===== src/rtl/pipeline_ctrl.sv =====
// -----------------------------------------------------------------------------
// pipeline_ctrl
//
// Central sequencer for the five-stage core. It decides, combinationally from
// the EX-stage requests and the data-memory busy flag, whether the PC and the
// four stage registers are written, and which stage registers load a bubble.
// A small FSM tracks the post-redirect IF/ID flush window and memory freezes.
//
// Optional feature macro: PIPELINE_CTRL_PERF_EN
//   defined     -> perf_cycles / perf_stalls / perf_flushes are live counters
//   not defined -> counter registers are absent and the outputs read 0
//
// Parameters
//   FLUSH_CYCLES  cycles IF_ID_flush stays high after a redirect (>= 1)
//   CNT_W         performance counter width
//
// Ports
//   clk, rst_n                 clock, asynchronous active-low reset
//   EX_stall                   load-use hazard: hold IF/ID/EX, bubble EX/MEM
//   EX_branch, EX_zero         conditional branch and its taken condition
//   EX_unconditional_jmp       jump in EX
//   EX_target[31:0]            redirect address for the EX instruction
//   mem_busy                   data memory not ready: freeze everything
//   pc_we, pc_sel, pc_target   PC write enable, target select, target value
//   *_we                       stage register write enables
//   *_flush                    load a bubble into the stage register
//   perf_*[CNT_W-1:0]          performance counters
//   dbg_state[1:0]             registered FSM state (RUN/STALL/FLUSH/FREEZE)
//
// Handshake note: there is no valid/ready pair here; every control output is
// a pure function of this cycle's inputs plus registered state, so a decision
// takes effect on the rising edge that ends the cycle in which it is made.
// -----------------------------------------------------------------------------
module pipeline_ctrl #(
   parameter int FLUSH_CYCLES = 1,
   parameter int CNT_W        = 32
) (
   input  logic              clk,
   input  logic              rst_n,
   input  logic              EX_stall,
   input  logic              EX_branch,
   input  logic              EX_zero,
   input  logic              EX_unconditional_jmp,
   input  logic [31:0]       EX_target,
   input  logic              mem_busy,
   output logic              pc_we,
   output logic              pc_sel,
   output logic [31:0]       pc_target,
   output logic              IF_ID_we,
   output logic              ID_EX_we,
   output logic              EX_MEM_we,
   output logic              MEM_WB_we,
   output logic              IF_ID_flush,
   output logic              ID_EX_flush,
   output logic              EX_MEM_flush,
   output logic [CNT_W-1:0]  perf_cycles,
   output logic [CNT_W-1:0]  perf_stalls,
   output logic [CNT_W-1:0]  perf_flushes,
   output logic [1:0]        dbg_state
);

   // Window counter only needs to hold FLUSH_CYCLES-1.
   localparam int WIN_W = (FLUSH_CYCLES > 1) ? $clog2(FLUSH_CYCLES) : 1;
   localparam logic [WIN_W-1:0] WIN_LOAD = WIN_W'(FLUSH_CYCLES - 1);

   typedef enum logic [1:0] {
      ST_RUN    = 2'd0,
      ST_STALL  = 2'd1,
      ST_FLUSH  = 2'd2,
      ST_FREEZE = 2'd3
   } state_e;

   state_e            state_q, state_d;
   logic [WIN_W-1:0]  win_q, win_d;
   logic              started_q, started_d;
   logic              taken;

   assign taken = EX_unconditional_jmp | (EX_branch & EX_zero);

   // ---------------------------------------------------------------------------
   // Next state and control outputs
   // ---------------------------------------------------------------------------
   always_comb begin
      state_d      = ST_RUN;
      win_d        = win_q;
      started_d    = 1'b1;
      pc_we        = 1'b0;
      pc_sel       = 1'b0;
      IF_ID_we     = 1'b0;
      ID_EX_we     = 1'b0;
      EX_MEM_we    = 1'b0;
      MEM_WB_we    = 1'b0;
      IF_ID_flush  = 1'b0;
      ID_EX_flush  = 1'b0;
      EX_MEM_flush = 1'b0;

      if (!started_q) begin
         // First cycle out of reset: nothing is written, nothing flushed.
         state_d = ST_RUN;
      end else if (mem_busy) begin
         // Freeze: every enable low, window counter holds.
         state_d = ST_FREEZE;
      end else if (EX_stall) begin
         // Branch operands are not valid yet, so taken is ignored; the
         // window counter holds because IF/ID is not being written.
         state_d      = ST_STALL;
         EX_MEM_we    = 1'b1;
         MEM_WB_we    = 1'b1;
         EX_MEM_flush = 1'b1;
      end else begin
         pc_we     = 1'b1;
         IF_ID_we  = 1'b1;
         ID_EX_we  = 1'b1;
         EX_MEM_we = 1'b1;
         MEM_WB_we = 1'b1;
         if (taken) begin
            pc_sel      = 1'b1;
            IF_ID_flush = 1'b1;
            ID_EX_flush = 1'b1;
            win_d       = WIN_LOAD;
         end else if (win_q != '0) begin
            IF_ID_flush = 1'b1;
            win_d       = win_q - WIN_W'(1);
         end
         state_d = (win_d != '0) ? ST_FLUSH : ST_RUN;
      end
   end

   assign pc_target = pc_sel ? EX_target : 32'd0;
   assign dbg_state = state_q;

   always_ff @(posedge clk or negedge rst_n) begin
      if (!rst_n) begin
         state_q   <= ST_RUN;
         win_q     <= '0;
         started_q <= 1'b0;
      end else begin
         state_q   <= state_d;
         win_q     <= win_d;
         started_q <= started_d;
      end
   end

   // ---------------------------------------------------------------------------
   // Performance counters (wrap modulo 2^CNT_W)
   // ---------------------------------------------------------------------------
`ifdef PIPELINE_CTRL_PERF_EN
   logic [CNT_W-1:0] perf_cycles_q,  perf_cycles_d;
   logic [CNT_W-1:0] perf_stalls_q,  perf_stalls_d;
   logic [CNT_W-1:0] perf_flushes_q, perf_flushes_d;
   logic             stall_cyc;
   logic             flush_acc;

   always_comb begin
      stall_cyc      = started_q & ((state_d == ST_STALL) | (state_d == ST_FREEZE));
      flush_acc      = started_q & taken & ~mem_busy & ~EX_stall;
      perf_cycles_d  = perf_cycles_q;
      perf_stalls_d  = perf_stalls_q;
      perf_flushes_d = perf_flushes_q;
      if (started_q) perf_cycles_d  = perf_cycles_q + CNT_W'(1);
      if (stall_cyc) perf_stalls_d  = perf_stalls_q + CNT_W'(1);
      if (flush_acc) perf_flushes_d = perf_flushes_q + CNT_W'(1);
   end

   always_ff @(posedge clk or negedge rst_n) begin
      if (!rst_n) begin
         perf_cycles_q  <= '0;
         perf_stalls_q  <= '0;
         perf_flushes_q <= '0;
      end else begin
         perf_cycles_q  <= perf_cycles_d;
         perf_stalls_q  <= perf_stalls_d;
         perf_flushes_q <= perf_flushes_d;
      end
   end

   assign perf_cycles  = perf_cycles_q;
   assign perf_stalls  = perf_stalls_q;
   assign perf_flushes = perf_flushes_q;
`else
   assign perf_cycles  = '0;
   assign perf_stalls  = '0;
   assign perf_flushes = '0;
`endif

endmodule

===== config.mk =====
export PLATFORM = sky130hd
export DESIGN_NAME = pipeline_ctrl
export DESIGN_NICKNAME = d
export VERILOG_FILES = /design/src/rtl/pipeline_ctrl.sv
export SDC_FILE = /design/constraint.sdc
export NUM_CORES = 1
export LEC_CHECK = 0
export ABC_AREA = 1
export BUFFER_PORTS_ARGS = -buffer_cell sky130_fd_sc_hd__buf_4
export CORE_ASPECT_RATIO = 0.7
export CORE_MARGIN = 4
export CORE_UTILIZATION = 23
export CTS_BUF_LIST = sky130_fd_sc_hd__clkbuf_8 sky130_fd_sc_hd__clkbuf_16
export CTS_CLUSTER_SIZE = 12
export DETAILED_ROUTE_END_ITERATION = 12
export PLACE_DENSITY = 0.72
export SYNTH_ARGS = -nofsm -noshare
export SYNTH_HDL_FRONTEND = slang
export SYNTH_SLANG_ARGS = --single-unit

===== constraint.sdc =====
create_clock -name clk -period 1 [get_ports clk]
set_input_delay 0.05 -clock clk [delete_from_list [all_inputs] [get_ports clk]]
set_output_delay 0.05 -clock clk [all_outputs]
set_load 0.01 [all_outputs]

---- Word level (Yosys, flattened, before mapping) ----
Cells that the tools add are included.
word-level totals
  bits in registers ....................... 4
  bits of input ports ..................... 39
  output and inout bits ................... 139
cells by class
  add/subtract/negate cells ............... 1
  reductions and logical operators ........ 1
  multiplexer cells ....................... 27
  bitwise operators ....................... 4
operator list
  cell                                      count
  32-bit two-way mux                        1
  1-bit two-way mux                         22
  2-bit two-way mux                         4
  3-bit AND reduction                       1
  1-bit inverter                            2
  1-bit bitwise AND                         1
  1-bit OR                                  1
  1-bit subtractor (second input constant)  1

---- Depth between registers and ports, before layout ----
  depth after elaboration ................. 10
  depth in mapped cells ................... 6
  mapped depth without buffers ............ 4

---- Least setup slack after synthesis ----
No wires, ideal clock.
  kind .................................... reg-to-output
  from .................................... register started_q
  to ...................................... output IF_ID_flush
  required time ........................... 0.950 ns
  arrival ................................. 0.951 ns
  slack ................................... -0.001 ns
  stages on the path, launching flop included .. 5
  cells stage by stage .................... dfrtp_1 > nand3_4 > buf_6 > inv_1 > buf_4
between the ends
  longest elaborated chain between the ends .. 1
ends and longest elaborated chain
  what                      RTL line  RTL
  start: declaration        75        logic started_q, started_d;
  start signal: assignment  140       started_q <= started_d;
  1-bit two-way mux         97        if (!started_q) begin
  end: declaration          53        output logic IF_ID_flush,
No other way between the ends.

---- Worst setup path in the final report ----
Same ends and word-level chain as after synthesis.

==> run summary <==
Maximum clock path buffer count - 2
Hold Path Class - in2reg
Area growth from synthesis to final layout - 34.15%
Final cycle utilization of the critical path - 116.8%
Insertion delay of the later-clocked pin in the worst-skew pair - 0.21 ns
Peak fanout along the critical path - 19
Fraction of synthesized cell area taken by the top area cell type - 59.47%
FP Rows - 22
Failing checks - setup timing
Number of antenna violations at the first check in global routing - 0
Average instance area after synthesis - 6.782 µm²
Netlist area before placement - 1275 µm²
GRT overflow - 0
Sequential element share of the synthesized area - 5.888%
Fin worst setup slack - -0.1679 ns
Critical Path End Type - output pin
Standard cell with the maximum stage delay on the critical path - dfrtp_1
Clock tree from TritonCTS - built
Post-DP Area - 1585 µm²
Synthesis Warnings - 0
Count of endpoints failing setup in the final report - 41
1st-iter DRT viols - 8
Maximum clock frequency - 856.2 MHz
Crit path DAT - 1.12 ns
Worst clock skew - 0.0008676 ns
Data required time of the critical path - 0.95 ns
Synthesized netlist cell count - 188
Gr usage total - 6.699%
Final non-filler cell area - 1710 µm²
Final worst hold slack - 0.07586 ns
Crit path kind - reg2out
Cell area power density - 579.1 nW/µm²
Number of buffers created by CTS - 3
Global placer's final weighted congestion - 0.8207
Worst VDD drop - 0.0002512 V
Leakage power figure - 0.001130 µW
Avg WL per Cell - 8.466 µm
Pin count of the biggest net entering global routing - 20
Final Max Slew Viols - 0
Count of state elements after synthesis - 3
Fin. Hold Viols - 0
MaxCap Viol Count - 0
Count of cell types in the netlist - 10
Share of layout cells above drive strength 1 - 47.60%
Final setup TNS - -6.198 ns
Core region area - 5313 µm²
Routed via count - 965
Startpoint Class - flip-flop
Top cells by area, synth - buf_4 (59%), nor2_2 (13%), inv_1 (11%), dfrtp_1 (5.9%), buf_6 (2.6%)
Clk pin slew, worst setup/hold paths - 0.03 ns
Critical path, cell by cell - nand3_4 -> buf_12 -> inv_4 -> buf_4
Tmin final - 1.168 ns
Final wirelength - 2.904 mm
Cell taking the most area after synthesis - buf_4
DIE WIDTH - 96.99 µm
Remaining number of nets flagged by the antenna check after routing - 0
Number of global-route vias before repair - 802
Number of I/O pins - 178
Num Clock Sinks - 3
H-tree levels - 1
Average vias per placed instance - 2.813
Number of nets in the layout - 311
Final HPWL from detailed placement - 2.556 mm
Largest stage delay, worst path - 0.40 ns
Count of inserted antenna diode cells - 0
Area of the die - 6817 µm²
DRC violations left - 0
Wire length of the first global-routing pass - 3.891 mm
Status - finished with violations
Core utilization of the finished layout - 32.20%
Filler cells - 582
Initial core utilization - 24.00%
Buffers added on ports - 81
DIE HEIGHT - 70.29 µm
Root Buffer Master - clkbuf_8
Number of iterations in the first detailed-routing pass - 4
Unrepaired setup endpoints after global routing - yes
[flip-flops by register name (all words and copies together), names as in the netlist]
register and cells:
started_q 1, dbg_state 2
[report_power, final]
group / internal, µW / leakage (µW) / total [µW] / switching (µW)
registers: 129 / 0.0000365 / 133 / 3.37
logic: 201 / 0.00107 / 521 / 320
clock network: 261 / 0.0000269 / 337 / 75.5
total: 591 / 0.00113 / 990 / 399
[area by class of cell]
class	count	area, µm²	share of cell area [%]
Clock buffer	3	41.29	2.414
Clock inverter	1	3.754	0.2195
Inverter	37	141.4	8.266
Multi-Input combinational cell	139	648.1	37.89
Sequential cell	3	75.07	4.389
Tap cell	72	90.09	5.267
Timing Repair Buffer	88	710.7	41.55
[worst max-delay path, delay by kind of cell (launching register included)]
family	cells	cell delay, ns
buf+inv	3	0.38
simple gates	1	0.13
flops	1	0.40
[cell families (layout without fill, tap and decap cells)]
group                  Yosys count  in the layout  share of synthesized area (%)
buffers and inverters          141            129                          73.01
DFF                              3              3                          5.888
other                            2             97                         0.5890
and+or+nand+nor                 42             42                          20.51
[stage by stage]
stage,total power [µW],std cells,worst slack [ns]
detailed placement,619.0,335,0.02162
finish,990.4,343,-0.1679
CTS,979.4,343,-0.1876
global route,1065,343,-0.2497
global placement,614.7,335,0.04972
floorplan,703.4,283,0.05340
[final timing paths]
check / startpoint / endpoint / slack, ns / cells past startpoint
max: started_q / IF_ID_flush / -0.17 / 4
min: EX_stall / dbg_state[0] / 0.08 / 3
max reg2reg: started_q / dbg_state[0] / 0.09 / 4
min reg2reg: started_q / dbg_state[0] / 0.76 / 4
max in group asynchronous: rst_n / dbg_state[0] / 0.74 / 2
min in group asynchronous: rst_n / started_q / 0.17 / 2
[metal layers]
| layer | global-route usage [%] | wire length [µm] |
|---|---|---|
| met4 | 1.869 | 0 |
| met5 | 0 | 0 |
| met1 | 7.021 | 846 |
| met2 | 13.07 | 1735 |
| met3 | 1.796 | 322 |
[cells in the final DEF, fill, tap and decap left out]
| cell | instances |
|---|---|
| nand2_1 | 4 |
| nand2_2 | 2 |
| nand3_4 | 1 |
| inv_4 | 1 |
| inv_1 | 35 |
| nor2_4 | 5 |
| nor2_1 | 2 |
| nor2_2 | 28 |
| conb_1 | 97 |
| buf_6 | 6 |
| inv_2 | 2 |
| buf_12 | 2 |
| buf_4 | 79 |
| clkbuf_8 | 3 |
| dfrtp_1 | 3 |
| dlygate4sd3_1 | 1 |
[Yosys cell counts]
library cell    n
nor2_4          3
conb_1          2
nand3_4         1
nand2_1         6
inv_1          37
buf_4         101
buf_6           3
dfrtp_1         3
nor2_2         27
nor2_1          5
[timing repair]
item	4_1_cts	5_1_grt
resized for setup	12	5
hold buffers	1	0
endpoints found under the hold margin	3	0
setup endpoints to repair	41	41
setup buffers	3	1
pin swaps	0	1
No activity file was read; power rests on OpenSTA's default activity.
